--- src/rtl/arith_pkg.sv ---
// Shared definitions for the arithmetic unit: divider FSM states and fixed constants.
package arith_pkg;

    typedef enum logic [1:0] {
        ST_IDLE = 2'd0,
        ST_ITER = 2'd1,
        ST_DONE = 2'd2
    } div_state_t;

    localparam int          DIV_ITERS  = 16;
    localparam logic [15:0] DIV_ZERO_Q = 16'hFFFF;

    // Count value on which the last restoring step is performed.
    localparam logic [4:0]  DIV_LAST_COUNT = 5'(DIV_ITERS - 1);

endpackage

--- src/rtl/divider_step.sv ---
// One restoring-division step: shift in the next dividend bit, compare with the divisor, subtract if it fits.
module divider_step (
    input  logic [8:0] rem_in,
    input  logic       q_msb,
    input  logic [7:0] div,
    output logic [8:0] rem_out,
    output logic       q_bit
);

    logic [8:0] trial;
    logic [8:0] wide_div;

    // rem_in is always below div, so trial - div fits in 9 bits without wrapping.
    always_comb begin
        trial    = {rem_in[7:0], q_msb};
        wide_div = {1'b0, div};
        rem_out  = trial;
        q_bit    = 1'b0;
        if (trial >= wide_div) begin
            rem_out = trial - wide_div;
            q_bit   = 1'b1;
        end
    end

endmodule

--- src/rtl/divider16by8.sv ---
// Sequential 16/8 unsigned restoring divider producing one quotient bit per clock.
module divider16by8
    import arith_pkg::*;
(
    input  logic        CLK,
    input  logic        RESET_N,
    input  logic        START,
    input  logic [15:0] dividend,
    input  logic [7:0]  divisor,
    output logic [15:0] quotient,
    output logic [7:0]  remainder,
    output logic        PRONTO,
    output logic        BUSY,
    output logic        DIV_ZERO
);

    div_state_t  state, next_state;
    logic [15:0] q_reg;
    logic [8:0]  r_reg;
    logic [7:0]  d_reg;
    logic [4:0]  count;
    logic        accept, load_zero, finish;
    logic [8:0]  step_rem;
    logic        step_bit;

    divider_step u_step (
        .rem_in  (r_reg),
        .q_msb   (q_reg[15]),
        .div     (d_reg),
        .rem_out (step_rem),
        .q_bit   (step_bit)
    );

    always_ff @(posedge CLK) begin
        if (!RESET_N) begin
            state <= ST_IDLE;
        end else begin
            state <= next_state;
        end
    end

    always_comb begin
        next_state = state;
        accept     = 1'b0;
        load_zero  = 1'b0;
        finish     = 1'b0;
        case (state)
            ST_IDLE, ST_DONE: begin
                if (START) begin
                    if (divisor != 8'd0) begin
                        next_state = ST_ITER;
                        accept     = 1'b1;
                    end else begin
                        next_state = ST_DONE;
                        load_zero  = 1'b1;
                    end
                end
            end
            ST_ITER: begin
                if (count == DIV_LAST_COUNT) begin
                    next_state = ST_DONE;
                    finish     = 1'b1;
                end
            end
            default: next_state = ST_IDLE;
        endcase
    end

    // Results are published only on completion, so quotient/remainder keep the last result while iterating.
    always_ff @(posedge CLK) begin
        if (!RESET_N) begin
            q_reg     <= '0;
            r_reg     <= '0;
            d_reg     <= '0;
            count     <= '0;
            quotient  <= '0;
            remainder <= '0;
            PRONTO    <= 1'b0;
            BUSY      <= 1'b0;
            DIV_ZERO  <= 1'b0;
        end else begin
            BUSY <= (next_state == ST_ITER);
            if (accept) begin
                q_reg    <= dividend;
                r_reg    <= '0;
                d_reg    <= divisor;
                count    <= '0;
                PRONTO   <= 1'b0;
                DIV_ZERO <= 1'b0;
            end else if (load_zero) begin
                quotient  <= DIV_ZERO_Q;
                remainder <= dividend[7:0];
                DIV_ZERO  <= 1'b1;
                PRONTO    <= 1'b1;
            end else if (state == ST_ITER) begin
                q_reg <= {q_reg[14:0], step_bit};
                r_reg <= step_rem;
                count <= count + 5'd1;
                if (finish) begin
                    quotient  <= {q_reg[14:0], step_bit};
                    remainder <= step_rem[7:0];
                    PRONTO    <= 1'b1;
                end
            end
        end
    end

endmodule
--- config.mk ---
export PLATFORM = sky130hd
export DESIGN_NAME = divider16by8
export DESIGN_NICKNAME = d
export VERILOG_FILES = /design/src/rtl/arith_pkg.sv /design/src/rtl/divider_step.sv /design/src/rtl/divider16by8.sv
export SDC_FILE = /design/constraint.sdc
export NUM_CORES = 1
export LEC_CHECK = 0
export ABC_AREA = 1
export CAP_MARGIN = 30
export CORE_AREA = 10 10 97 82
export DETAILED_ROUTE_END_ITERATION = 8
export DIE_AREA = 0 0 107 92
export PLACE_DENSITY = 0.81
export SLEW_MARGIN = 15
export SYNTH_ARGS = -nofsm -noshare
export SYNTH_HDL_FRONTEND = slang
export SYNTH_SLANG_ARGS = --single-unit
--- constraint.sdc ---
create_clock -name CLK -period 3 [get_ports CLK]
set_input_delay 0.75 -clock CLK [delete_from_list [all_inputs] [get_ports CLK]]
set_output_delay 0.75 -clock CLK [all_outputs]
set_load 0.02 [all_outputs]
==> results.md, run 1 <==
- Status: finished, final reports clean
- Mapped Avg Cell Area: 7.270 um2
- F_max: 0.4507 GHz
- I/O Buffers: 53
- Grt ovf: 0
- Clk root buf: clkbuf_8
- Clock Pin Slew Worst Setup and Hold Paths: 0.07 ns
- Post-Route Skew: 0.007454 ns
- H-tree levels: 3
- WL final: 8343 um
- Multi-input gate area: 0.001529 mm2
- Simple-gate share of the synthesized area: 25.35%
- Top post-synthesis cells by count: nand2_1 (93), inv_1 (67), dfxtp_1 (66), nand3_1 (40), nor2_1 (39)
- YS warnings: 0
- Placer Congestion: 0.8513
- CTS tree: built
- Area share of xor/xnor cells in the synthesized design: 1.628%
- Endpoints failing setup: 0
- Class of the worst hold path: reg2reg
- Endpoints failing hold: 0
- Main combinational cell family by area after synthesis: simple AND/OR/NAND/NOR gates
- Relative slew slack: 65.57%
- Critical path endpoint category: flop
- Fin area: 0.004006 mm2
- Mux share of post-synthesis cell area: 0%
- Slowest cell delay on critical path: 0.51 ns
- Sequential share of the synthesized area: 40.93%
- Net count after synthesis: 482
- Die Width: 107 um
- Nets: 532
- Slew Limit Fails: 0
- Hold slack: 0.4715 ns
- Sink Count: 66
- Critical path arrival: 2.45 ns
- P&R area growth vs syn: 24.11%
- Largest cells by area after synthesis: dfxtp_1 (41%), nand2_1 (11%), inv_1 (7.8%), nand3_1 (6.2%), nor2_1 (4.5%)
- Pwr Density: 545.1 mW/mm2
- Buf/Inv on CP: 2
- Ratio of cells with drive above 1 in the final layout: 7.615%
- Core area: 0.006116 mm2
- Initial Util: 52.78%
- #FFs+latches synth: 66
- Die Footprint: 0.009844 mm2
- Wirelength per Cell: 14.31 um
- P_leak: 1.827 nW
- Post-synthesis compound-gate area fraction: 15.89%
- Number of antenna repair diodes: 0
- Post-synth top flop: dfxtp_1
- Tmin final: 2.219 ns
- Cell Rows: 26
- Gr usage total: 17.40%
- Clk Latency, worst-skew pair: 0.34 ns
- # DRC: 0
- Worst slew pin tran: 0.5157 ns
- Most numerous cell in the Yosys netlist: nand2_1
- Post-synthesis cell count: 444
- Critical-path top delay cell: clkdlybuf4s50_1
- Distinct cells, synth: 37
- Post-synth ARST share: 0%
- Worst path top cell family by delay: simple AND/OR/NAND/NOR gates
- Antenna violations before repair: 0
- Max-Cap Viols: 0
- VDD IR max: 0.3567 mV
- Syn Std Cell Area: 0.003228 mm2
- Post-DP HPWL: 5973 um
- Setup Buffers After CTS: 0
- Post-synth EDFFs: 0
- Worst setup SP type: input pin
- RSZ-0062 raised after global routing: no
- Maximum clock path buffer count: 2
- Share of the synthesized area in the top cell type: 40.93%
- I/O Pins: 54
- Drt first pass iters: 4
- TNS Setup: 0 ns
- Hold_buf cts: 0
- Crit path max fanout: 18
- Final worst-path cycle share: 73.96%
- Crit Path Class: in2reg
- Synthesized-area fraction occupied by adder cells: 4.496%
- Vias per cell: 5.345
- Setup ws final: 0.7812 ns
- Largest net degree at the start of global routing: 30
- Filler Cells Inserted: 539
- Synth area leader: dfxtp_1
- Place WS: 0.4748 ns
- TritonCTS buffer count: 9
- Via count: 3116
- CP required: 3.23 ns
- Cells along the critical path: clkdlybuf4s50_1 > nor2_1 > nand2_1 > nor2_2 > nand2_2 > nand2_2 > o221ai_1 > inv_1
- Placed Area: 0.003809 mm2
- Most frequent CP cell: nand2_2
- Vias in the first global route: 3022
- Post-CTS resize count: 0
- Antenna viol nets, final: 0
- Die span in y: 92 um
- Initial DRC Count: 178
- Sequential cell area: 0.001321 mm2
- First-pass GRT wire length: 14190 um
[layout by cell type (no fill, tap or decap), types with 10 or more instances in the layout]
cell             netlist  layout
a21oi_1               19      19
a31oi_1               15      15
clkbuf_8               0      11
clkdlybuf4s50_1        0      53
dfxtp_1               66      66
ha_1                  10      10
inv_1                 67      67
nand2_1               93      93
nand3_1               40      40
nor2_1                39      39
o21ai_0               19      19
o221ai_1              13      13
[where the power goes]
group          switching, W  total (W)  internal [W]
Combinational      0.000306   0.000484      0.000177
Sequential        0.0000247   0.000939      0.000915
Clock              0.000332   0.000761      0.000429
[metal layers]
metal	global-route usage, %	vias to the layer above	part of all wire (%)
met5	0	-	0
met4	5.405	0	1.6
met3	5.664	18	6.5
met2	26.74	93	44
met1	22.62	1471	48
li1	-	1534	-
[worst paths after layout]
kind               from      endpoint  slack, ns  cells past startpoint
max          divisor[7]  quotient[11]       0.78                      8
min            d_reg[6]      d_reg[6]       0.47                      2
max reg2reg   q_reg[15]      r_reg[6]       0.99                     11
min reg2reg    d_reg[6]      d_reg[6]       0.47                      2
[layout make-up]
cell class	count	share of cell area, %
clock buffer	14	4.060
timing repair buffer	60	14.55
tap	84	2.623
multi-input combinational	285	38.16
inverter	72	6.746
clock inverter	2	0.8745
sequential	66	32.98
[cell families (layout without fill, tap and decap cells)]
| family | count (synthesis) | after routing |
|---|---|---|
| flip-flops | 66 | 66 |
| AO/OA/AOI/OAI | 81 | 81 |
| adder cells (fa/ha/maj) | 11 | 11 |
| AND/OR/NAND/NOR | 187 | 187 |
| buffers and inverters | 93 | 148 |
| XOR/XNOR | 6 | 6 |
[stage by stage]
stage               util (%)  total power [W]  instances
finish                 65.51         0.002184        583
floorplan                  -         0.001299        444
detailed placement     62.28         0.001430        567
global placement       62.28         0.001421        567
CTS                    65.51         0.002176        583
global route           65.51         0.002284        583
[tightest hold or removal path: cells and delay by family, from the launching register on]
kind | cells | cell delay (ns)
DFF | 1 | 0.30
buffers and inverters | 1 | 0.06
AOI/OAI and AO/OA | 1 | 0.06
No activity file was read; power rests on OpenSTA's default activity.
==> inputs of run 2 (changes only) <==
Settings changed: CORE_AREA 10 10 97 82 to 10 10 99 83, DIE_AREA 0 0 107 92 to 0 0 109 93, PLACE_DENSITY 0.81 to 0.78.
Clock period 3 ns to 2.2 ns, I/O delays scaled along.
==> run 2 against run 1 <==
Clock skew about the same. Final cell count increased by 0.51%. Largest power group unchanged. Wire length increased by 4.0%. Critical endpoint is now remainder[6]. Worst setup slack got worse by 0.57 ns. Cell area increased by 1.3%. Via count decreased by 0.87%.
==> results.md, run 2 (synthesized netlist as in run 1, its figures left out) <==
- Slew Limit Fails: 0
- Overall Power: 0.003077 W
- Sink Count: 66
- Drt first pass iters: 5
- Worst setup SP type: flop
- Crit path max fanout: 2
- Pwr Density: 757.9 mW/mm2
- Critical path endpoint category: flop
- P&R area growth vs syn: 25.78%
- Gr usage total: 17.83%
- Most frequent cells in the layout: nand2_1 (93), inv_1 (67), dfxtp_1 (66)
- Slowest cell delay on critical path: 0.42 ns
- Endpoints failing hold: 0
- Placed Area: 0.003841 mm2
- CP required: 2.48 ns
- Initial Util: 51.41%
- Internal: 0.002188 W
- Flop pwr share: 41.6%
- Hold slack: 0.4769 ns
- First-pass GRT wire length: 14780 um
- Net Sw Frac: 28.90%
- Placer Congestion: 0.8378
- Clock power frac: 36.8%
- CTS tree: built
- VDD IR max: 0.5862 mV
- Die span in y: 93 um
- Core area: 0.006279 mm2
- Critical path arrival: 2.27 ns
- Top Metal Used: met4
- TritonCTS buffer count: 9
- Vias in the first global route: 3064
- Inst Count DP: 571
- Die Footprint: 0.01014 mm2
- Most common cell after layout, fill and taps aside: nand2_1
- Class of the worst hold path: reg2reg
- P_leak: 1.854 nW
- Number of antenna repair diodes: 0
- Largest net degree at the start of global routing: 30
- Setup Buffers After CTS: 0
- Nets: 536
- Vias per cell: 5.271
- Met2 WL: 3673 um
- Clk root buf: clkbuf_8
- I/O Buffers: 53
- Met3 wire len: 867 um
- Switch Pwr: 0.0008892 W
- Wirelength per Cell: 14.81 um
- Fin area: 0.004060 mm2
- Grt ovf: 0
- Initial DRC Count: 237
- Post-CTS resize count: 0
- Endpoints failing setup: 0
- Crit Path Class: reg2reg
- WL final: 8677 um
- Final worst-path cycle share: 90.48%
- Die Width: 109 um
- Post-DP HPWL: 6319 um
- Tmin final: 1.991 ns
- Sequential cell area: 0.001321 mm2
- Status: finished, final reports clean
- Max-Cap Viols: 0
- Ratio of cells with drive above 1 in the final layout: 8.566%
- TNS Setup: 0 ns
- Post-Route Skew: 0.007523 ns
- Routed length on met1: 3960 um
- Filler Cells Inserted: 548
- Relative slew slack: 66.77%
- Most frequent CP cell: nand2_1
- I/O Pins: 54
- Clk Latency, worst-skew pair: 0.34 ns
- Non-Filler Instances: 586
- Cell Rows: 26
- Cells along the critical path: inv_1 > ha_1 > fa_1 > nor2_1 > nand2_1 > nand3_1 > nand2_1 > nand2_1 > nand2_1 > nand2_1 > nand2_1 > a21oi_2
- Via count: 3089
- # DRC: 0
- Multi-input gate area: 0.001531 mm2
- Hold_buf cts: 0
- Antenna violations before repair: 0
- Maximum clock path buffer count: 2
- Antenna viol nets, final: 0
- RSZ-0062 raised after global routing: no
- Critical-path top delay cell: fa_1
- F_max: 0.5024 GHz
- Worst slew pin tran: 0.4977 ns
- Clock Pin Slew Worst Setup and Hold Paths: 0.07 ns
- Combinational power share: 21.6%
- H-tree levels: 3
[run 2: cell count changes in the layout (fill, tap and decap cells not counted)]
cell       previous run  this run
bufinv_16             1         2
clkinv_2              1         0
clkbuf_1              3         2
nor2_2                1         2
buf_4                 7        11
nor2_1               39        38
[run 2: per-stage QoR]
step           worst slack, ns  utilization (%)
2_1_floorplan           0.5595                -
3_3_place_gp            0.1340            61.18
3_5_place_dp           0.06523            61.18
4_1_cts                 0.2178            64.67
5_1_grt                0.01499            64.67
6_report                0.2095            64.67
[run 2: final timing paths]
kind	start	end	slack, ns	cells past startpoint
setup reg to reg	q_reg[15]	remainder[6]	0.21	12
hold reg to reg	d_reg[7]	d_reg[7]	0.48	2
setup / recovery	q_reg[15]	remainder[6]	0.21	12
hold / removal	d_reg[7]	d_reg[7]	0.48	2
[run 2: metal layers]
metal / up-vias / global-route usage, %
met5: - / 0
met2: 130 / 26.45
met3: 16 / 5.693
li1: 1555 / -
met4: 0 / 6.469
met1: 1388 / 23.60
[run 2: critical path, delay by kind of cell (launching register included)]
family,cells,cell delay [ns]
and+or+nand+nor,8,0.78
adders and majority gates,2,0.63
DFF,1,0.32
AOI/OAI and AO/OA,1,0.14
buffers and inverters,1,0.06
[run 2: power groups by stage]
| stage | sequential (W) | clock, W | combinational [W] |
|---|---|---|---|
| 2_1_floorplan | 0.00130 | 0 | 0.000469 |
| 3_3_place_gp | 0.00131 | 0 | 0.000633 |
| 3_5_place_dp | 0.00131 | 0 | 0.000653 |
| 4_1_cts | 0.00128 | 0.00115 | 0.000659 |
| 5_1_grt | 0.00129 | 0.00120 | 0.000751 |
| 6_report | 0.00128 | 0.00113 | 0.000664 |
[run 2: area by class of cell]
class	count	area share [%]
clock inverters	2	1.479
repair buffers	64	15.10
flip-flops and latches	66	32.54
inverters	72	6.656
clock buffers	13	3.914
multi-input cells	285	37.72
well taps	84	2.589
==> inputs of run 3 (changes only) <==
--- a/config.mk
+++ b/config.mk
@@ -9,5 +9,5 @@
 export CAP_MARGIN = 30
-export CORE_AREA = 10 10 99 83
+export CORE_AREA = 2 2 91 75
 export DETAILED_ROUTE_END_ITERATION = 8
-export DIE_AREA = 0 0 109 93
+export DIE_AREA = 0 0 93 77
 export PLACE_DENSITY = 0.78
==> constraint.sdc (replaced) <==
create_clock -name CLK -period 2.2 [get_ports CLK]
set_input_delay 0.33 -clock CLK [delete_from_list [all_inputs] [get_ports CLK]]
set_output_delay 0.33 -clock CLK [all_outputs]
set_load 0.02 [all_outputs]
==> run 3 against run 2 <==
Utilization rose by 0.40 points. Die area fell by 29%. Sequential power about the same. Worst setup slack improved by 0.063 ns. Largest cell class unchanged.
==> results.md, run 3 (synthesized netlist as in run 1, its figures left out) <==
- Post-CTS resize count: 0
- Clk Latency, worst-skew pair: 0.35 ns
- Slowest cell delay on critical path: 0.42 ns
- Endpoints failing hold: 0
- Nets: 535
- Post-DP HPWL: 5608 um
- CTS tree: built
- Relative slew slack: 67.60%
- Die span in y: 77 um
- F_max: 0.5187 GHz
- Largest net degree at the start of global routing: 30
- Post-Route Skew: 0.01218 ns
- Setup ws final: 0.2721 ns
- Clk root buf: clkbuf_8
- Hold_buf cts: 0
- Initial DRC Count: 226
- Die Width: 93 um
- Grt ovf: 0
- Setup Buffers After CTS: 0
- VDD IR max: 0.4045 mV
- Drt first pass iters: 6
- Crit path max fanout: 2
- Status: finished, final reports clean
- RSZ-0062 raised after global routing: no
- Number of antenna repair diodes: 0
- Class of the worst hold path: reg2reg
- First-pass GRT wire length: 13400 um
- Vias per cell: 5.336
- # DRC: 0
- Ratio of cells with drive above 1 in the final layout: 8.367%
- Via count: 3127
- Critical path arrival: 2.17 ns
- I/O Pins: 54
- TritonCTS buffer count: 9
- Tmin final: 1.928 ns
- Cell Rows: 26
- CP required: 2.44 ns
- Overall Power: 0.003074 W
- Vias in the first global route: 2914
- Cells along the critical path: inv_1 > ha_1 > fa_1 > nor2_1 > nand2_1 > nand4_1 > nand2_1 > nand2_1 > nand2_1 > o21ai_0 > inv_1
- Pwr Density: 756.4 mW/mm2
- Initial Util: 51.68%
- Worst setup SP type: flop
- Antenna viol nets, final: 0
- Max-Cap Viols: 0
- Gr usage total: 23.55%
- Placer Congestion: 0.8905
- TNS Setup: 0 ns
- H-tree levels: 3
- Most frequent CP cell: nand2_1
- Most frequent cells in the layout: nand2_1 (93), inv_1 (67), dfxtp_1 (66)
- Wirelength per Cell: 13.84 um
- Clock Pin Slew Worst Setup and Hold Paths: 0.07 ns
- Critical-path top delay cell: fa_1
- P&R area growth vs syn: 25.89%
- Sink Count: 66
- Die Footprint: 0.007161 mm2
- Worst slew pin tran: 0.4853 ns
- Most common cell after layout, fill and taps aside: nand2_1
- Endpoints failing setup: 0
- Antenna violations before repair: 0
- P_leak: 1.848 nW
- Place WS: 0.2538 ns
- I/O Buffers: 53
- Core area: 0.006246 mm2
- WL final: 8113 um
- Slew Limit Fails: 0
- Final worst-path cycle share: 87.63%
- Critical path endpoint category: flop
- Crit Path Class: reg2reg
- Maximum clock path buffer count: 2
-- run 3: through the flow --
step	util, %	std cells	hold slack [ns]	instance area, um2
after floorplan	-	444	0.4325	3228
after global placement	61.54	570	0.4477	3844
after detailed placement	61.54	570	0.4551	3844
after CTS	65.06	586	0.4660	4064
after global routing	65.06	586	0.4819	4064
final	65.06	586	0.4645	4064
-- run 3: where the power goes --
group	internal [W]	total, W	switching [W]
combinational	0.000247	0.000664	0.000417
clock	0.000670	0.00113	0.000459
sequential	0.00125	0.00128	0.0000350
-- run 3: worst max-delay path, delay by kind of cell (launching register included) --
family	cells	cell delay (ns)
flip-flops	1	0.34
AO/OA/AOI/OAI	1	0.15
AND/OR/NAND/NOR	6	0.59
adder cells (fa/ha/maj)	2	0.63
buffers and inverters	2	0.12
-- run 3: path summary, 6_finish.rpt --
path | startpoint | endpoint | slack, ns | cells after the start
min reg2reg | count[4] | count[4] | 0.46 | 2
max | q_reg[15] | r_reg[6] | 0.27 | 11
min | count[4] | count[4] | 0.46 | 2
max reg2reg | q_reg[15] | r_reg[6] | 0.27 | 11
-- run 3: cell type report --
class | count | area [um2]
fill | 554 | 2182
multi-input combinational | 285 | 1529
sequential | 66 | 1321
timing repair buffer | 63 | 618.1
inverter | 72 | 270.3
clock buffer | 12 | 145.1
tap | 84 | 105.1
clock inverter | 4 | 75.07
-- run 3: per-layer routing --
metal	routed length [um]	vias to the layer above	global-route usage [%]
met1	3796	1399	33.35
met2	3490	161	35.29
met4	155	0	7.941
met3	671	18	5.501
li1	-	1549	-
met5	0	-	0
